## src/rtl/vga_sync_gen.sv

```systemverilog
// VGA raster timing generator: free-running h/v counters with registered sync,
// data-enable, pixel coordinates and line/frame strobes, all mutually aligned.
module vga_sync_gen #(
  parameter int   H_ACTIVE = 640,
  parameter int   H_FP     = 16,
  parameter int   H_SYNC   = 96,
  parameter int   H_BP     = 48,
  parameter int   V_ACTIVE = 480,
  parameter int   V_FP     = 10,
  parameter int   V_SYNC   = 2,
  parameter int   V_BP     = 33,
  parameter logic SYNC_POL = 1'b0
) (
  input  logic       clk,
  input  logic       rst,
  input  logic       pix_ce,
  output logic       hs,
  output logic       vs,
  output logic       de,
  output logic [9:0] x,
  output logic [9:0] y,
  output logic       line_start,
  output logic       frame_start
);

  localparam int H_TOTAL = H_ACTIVE + H_FP + H_SYNC + H_BP;
  localparam int V_TOTAL = V_ACTIVE + V_FP + V_SYNC + V_BP;

  // Compares run at 11 bits so a sync window ending exactly at 1024 still decodes.
  localparam logic [10:0] H_LAST     = 11'(H_TOTAL - 1);
  localparam logic [10:0] V_LAST     = 11'(V_TOTAL - 1);
  localparam logic [10:0] H_ACT_END  = 11'(H_ACTIVE);
  localparam logic [10:0] V_ACT_END  = 11'(V_ACTIVE);
  localparam logic [10:0] HS_START   = 11'(H_ACTIVE + H_FP);
  localparam logic [10:0] HS_END     = 11'(H_ACTIVE + H_FP + H_SYNC);
  localparam logic [10:0] VS_START   = 11'(V_ACTIVE + V_FP);
  localparam logic [10:0] VS_END     = 11'(V_ACTIVE + V_FP + V_SYNC);

  logic [9:0]  h_cnt;
  logic [9:0]  v_cnt;
  logic [10:0] h_wide;
  logic [10:0] v_wide;
  logic        h_last;
  logic        v_last;
  logic        de_next;
  logic        hs_next;
  logic        vs_next;

  always_comb begin
    h_wide  = {1'b0, h_cnt};
    v_wide  = {1'b0, v_cnt};
    h_last  = (h_wide == H_LAST);
    v_last  = (v_wide == V_LAST);
    de_next = (h_wide < H_ACT_END) && (v_wide < V_ACT_END);
    hs_next = ((h_wide >= HS_START) && (h_wide < HS_END)) ? SYNC_POL : ~SYNC_POL;
    vs_next = ((v_wide >= VS_START) && (v_wide < VS_END)) ? SYNC_POL : ~SYNC_POL;
  end

  // Outputs capture the pre-edge counter value, so every field lines up with x/y.
  always_ff @(posedge clk) begin
    if (rst) begin
      h_cnt       <= '0;
      v_cnt       <= '0;
      x           <= '0;
      y           <= '0;
      de          <= 1'b0;
      hs          <= ~SYNC_POL;
      vs          <= ~SYNC_POL;
      line_start  <= 1'b0;
      frame_start <= 1'b0;
    end else begin
      line_start  <= 1'b0;
      frame_start <= 1'b0;
      if (pix_ce) begin
        x           <= h_cnt;
        y           <= v_cnt;
        de          <= de_next;
        hs          <= hs_next;
        vs          <= vs_next;
        line_start  <= (h_cnt == 10'd0);
        frame_start <= (h_cnt == 10'd0) && (v_cnt == 10'd0);
        if (h_last) begin
          h_cnt <= '0;
          v_cnt <= v_last ? 10'd0 : v_cnt + 10'd1;
        end else begin
          h_cnt <= h_cnt + 10'd1;
        end
      end
    end
  end

endmodule

```

## config.mk

```make
export PLATFORM = sky130hd
export DESIGN_NAME = vga_sync_gen
export DESIGN_NICKNAME = d
export VERILOG_FILES = /design/src/rtl/vga_sync_gen.sv
export SDC_FILE = /design/constraint.sdc
export NUM_CORES = 1
export LEC_CHECK = 0
export CAP_MARGIN = 0
export CORE_MARGIN = 10
export CORE_UTILIZATION = 50
export CTS_BUF_LIST = sky130_fd_sc_hd__clkbuf_8
export DETAILED_ROUTE_END_ITERATION = 10
export DONT_BUFFER_PORTS = 1
export HOLD_SLACK_MARGIN = 0.1
export PLACE_DENSITY = 0.68
export SKIP_LAST_GASP = 1
export SLEW_MARGIN = 20
export SYNTH_ARGS = -nofsm -noshare
export SYNTH_HDL_FRONTEND = slang
export SYNTH_SLANG_ARGS = --single-unit
```

## constraint.sdc

```tcl
create_clock -name clk -period 2.9 [get_ports clk]
set_clock_uncertainty 0.2 [all_clocks]
set_input_delay 0.58 -clock clk [delete_from_list [all_inputs] [get_ports clk]]
set_output_delay 0.58 -clock clk [all_outputs]
set_load 0.03 [all_outputs]
```

==> metrics.txt <==
Tot GR Track Use=12.83%; cell count after placement=247; die area=6730 sq um; fin. max-slew vios=0; CTS tree=yes; Die Span X=82.04 um; clk root buf=clkbuf_8; top post-synthesis cells by area=dfxtp_1, mux2i_1, nor2_1; die extent in y=82.04 um; core area=3689 sq um; gr ovfl total=0; Vias=1473; hold_sp=rst; Area Growth Syn to Fin=6.242%; largest net degree at the start of global routing=38; WL final=3.982 mm; Cells after Synth=210; CP endpoint kind=flip-flop; Tightest Hold Check Type=input pin to flip-flop; postcts setup bufs=0; setup TNS=0 ps; final setup margin=517.6 ps; Syn Area/Cell=9.164 sq um; IO Port Bufs=0; Required @ worst endpoint=2930 ps; clock transition at the registers of the reported paths=80 ps; hold path cells=1; Switch Pwr=0.0002191 W; row count=22; DP Wirelength=2.823 mm; post-route ant nets=0; Hold Vio Cnt, Final=0; first-pass GRT wire length=6.741 mm; Via density=5.776; clock latency on the worst-skew pair=300 ps; WHS=146.7 ps; RSZ-0062 raised after global routing=no; # IOs=28; vias in the first global route=1437; Routed WL per cell=15.62 um; clock share of power=38.6%; pre-CTS setup slack=554.4 ps; Layout Cells excl Fill=255; R2R depth=5; status=finished clean; leakage power=0.7453 nW; total CTS buffers=5; combinational power share=2.0%; Final Cycle Share=82.15%; Crit Path Max Fanout=10; routability cong.=0.8370; clock sinks=45; Nets=213; Int Pwr=0.0008515 W; Pwr per Cell Area=523.7 nW/um^2; cts hold-fix bufs=0; maxcap violations=0; Worst R2R Setup Slack=520 ps; Resized cells post-CTS=0; top cell type's share of synthesized area=46.81%; relative contribution of sequential cells to total power=59.4%; Ant. Diodes=0; crit path time final=2382 ps; share of layout cells above drive strength 1=5.314%; Warnings, synthesis=0; TritonRoute pass-1 iters=4; Filler Cell Count=348; Worst-Margin Slew=604.6 ps; Post-route DRC=0; area leader, netlist=dfxtp_1; Slew headroom=59.61%; RR Endpoint=v_cnt[7]; Yosys cell types=33; Netlist Area Pre-Place=1924 sq um; Worst VDD drop=282.1 uV; Max Fclk=0.4197 GHz; initial antenna violation count=0; deepest clock path buffer count=2; H-tree Lvls=2; CP Class=flip-flop to flip-flop; Reg-to-Reg Start=h_cnt[0]; Seq/Total Area, Yosys=46.81%; Mapped Nets=217; Starting Density=52.17%; switching share of total power=20.47%; final setup fails=0; WHS Endpoint=y[9]; CP arrival=2410 ps; critical path startpoint category=flip-flop; flops & latches, synth=45; DRT iter0 DRCs=143
-- placed cells by master (no fill, tap or decap), types with 5 or more instances in the layout --
cell,n
dfxtp_1,45
nor3_1,9
mux2i_1,20
o21ai_0,5
clkbuf_8,7
xor2_1,8
nand4_1,6
nand2_1,10
nor2_1,25
a21oi_1,14
nand3_1,11
-- metal layers --
metal,up-vias,share of wire (%),GRT usage [%]
li1,739,-,-
met4,0,0.95,5.612
met5,-,0,0
met2,44,50,21.24
met3,4,8.4,5.786
met1,686,41,13.88
-- flip-flops by register name, indices dropped and copies added (netlist names) --
signal       flops
de               1
frame_start      1
h_cnt           10
hs               1
line_start       1
v_cnt           10
vs               1
x               10
y               10
-- worst max path at each step --
stage,to,startpoint,depth (start not counted),slack [ps]
final,v_cnt[7],h_cnt[0],5,520
after global routing,v_cnt[7],h_cnt[0],5,370
after CTS,v_cnt[7],h_cnt[0],5,530
after detailed placement,v_cnt[7],h_cnt[0],5,550
after global placement,v_cnt[9],h_cnt[0],5,660
after floorplan,v_cnt[9],pix_ce,6,540
-- cell families (layout without fill, tap and decap cells) --
kind of cell    after synthesis  after routing  synth area share [%]
compound gates               23             23                 6.502
xor+xnor                      9              9                 4.096
fa+ha+maj                     4              4                 2.601
flops                        45             45                 46.81
mux                          20             20                 10.40
simple gates                 93             93                 26.27
buf+inv                      16             13                 3.316
-- Yosys cell counts --
cell type / n
or4_1: 4
clkbuf_1: 7
buf_1: 2
o21bai_1: 1
inv_1: 4
nor4bb_1: 1
and2_1: 1
a21oi_1: 14
nor4_1: 3
nand2b_1: 3
nand2_1: 10
nand4_1: 6
dfxtp_1: 45
nand3b_1: 2
and3b_1: 1
o31ai_1: 3
or2_2: 2
buf_2: 3
nor4b_1: 2
nor2b_1: 1
nand4b_1: 2
or3_1: 3
xnor2_1: 1
xor2_1: 8
ha_1: 4
mux2i_1: 20
nor2_1: 25
o21ai_0: 5
nor3_1: 9
nand4bb_1: 1
nand3_1: 11
and3_1: 3
and4_1: 3
-- worst max-delay path, stage by stage (launching register included) --
cell and delay (ps):
dfxtp_1 410, ha_1 240, nand3_1 110, or4_1 640, or4_1 560, a21oi_1 150
-- final cells by class --
cell class | count | area (sq um) | area share (%)
Multi-Input combinational cell | 149 | 959.7 | 46.94
Sequential cell | 45 | 900.9 | 44.06
Clock buffer | 7 | 96.34 | 4.712
Tap cell | 48 | 60.06 | 2.938
Inverter | 4 | 15.01 | 0.7344
Timing Repair Buffer | 1 | 7.507 | 0.3672
Clock inverter | 1 | 5.005 | 0.2448
-- power groups by stage --
stage	logic, W	clock network [W]	registers, W
3_5_place_dp	0.0000213	0	0.000651
2_1_floorplan	0.0000327	0	0.000649
6_report	0.0000214	0.000413	0.000636
3_3_place_gp	0.0000206	0	0.000650
4_1_cts	0.0000215	0.000429	0.000636
5_1_grt	0.0000236	0.000460	0.000637
-- metrics by stage --
| stage | total power, W | utilization, % | area, sq um |
|---|---|---|---|
| after global routing | 0.001121 | 55.43 | 2044 |
| after floorplan | 0.0006818 | - | 1924 |
| after detailed placement | 0.0006723 | 52.68 | 1943 |
| final | 0.001071 | 55.43 | 2044 |
| after global placement | 0.0006710 | 52.68 | 1943 |
| after CTS | 0.001086 | 55.43 | 2044 |
No activity file was read; power rests on OpenSTA's default activity.
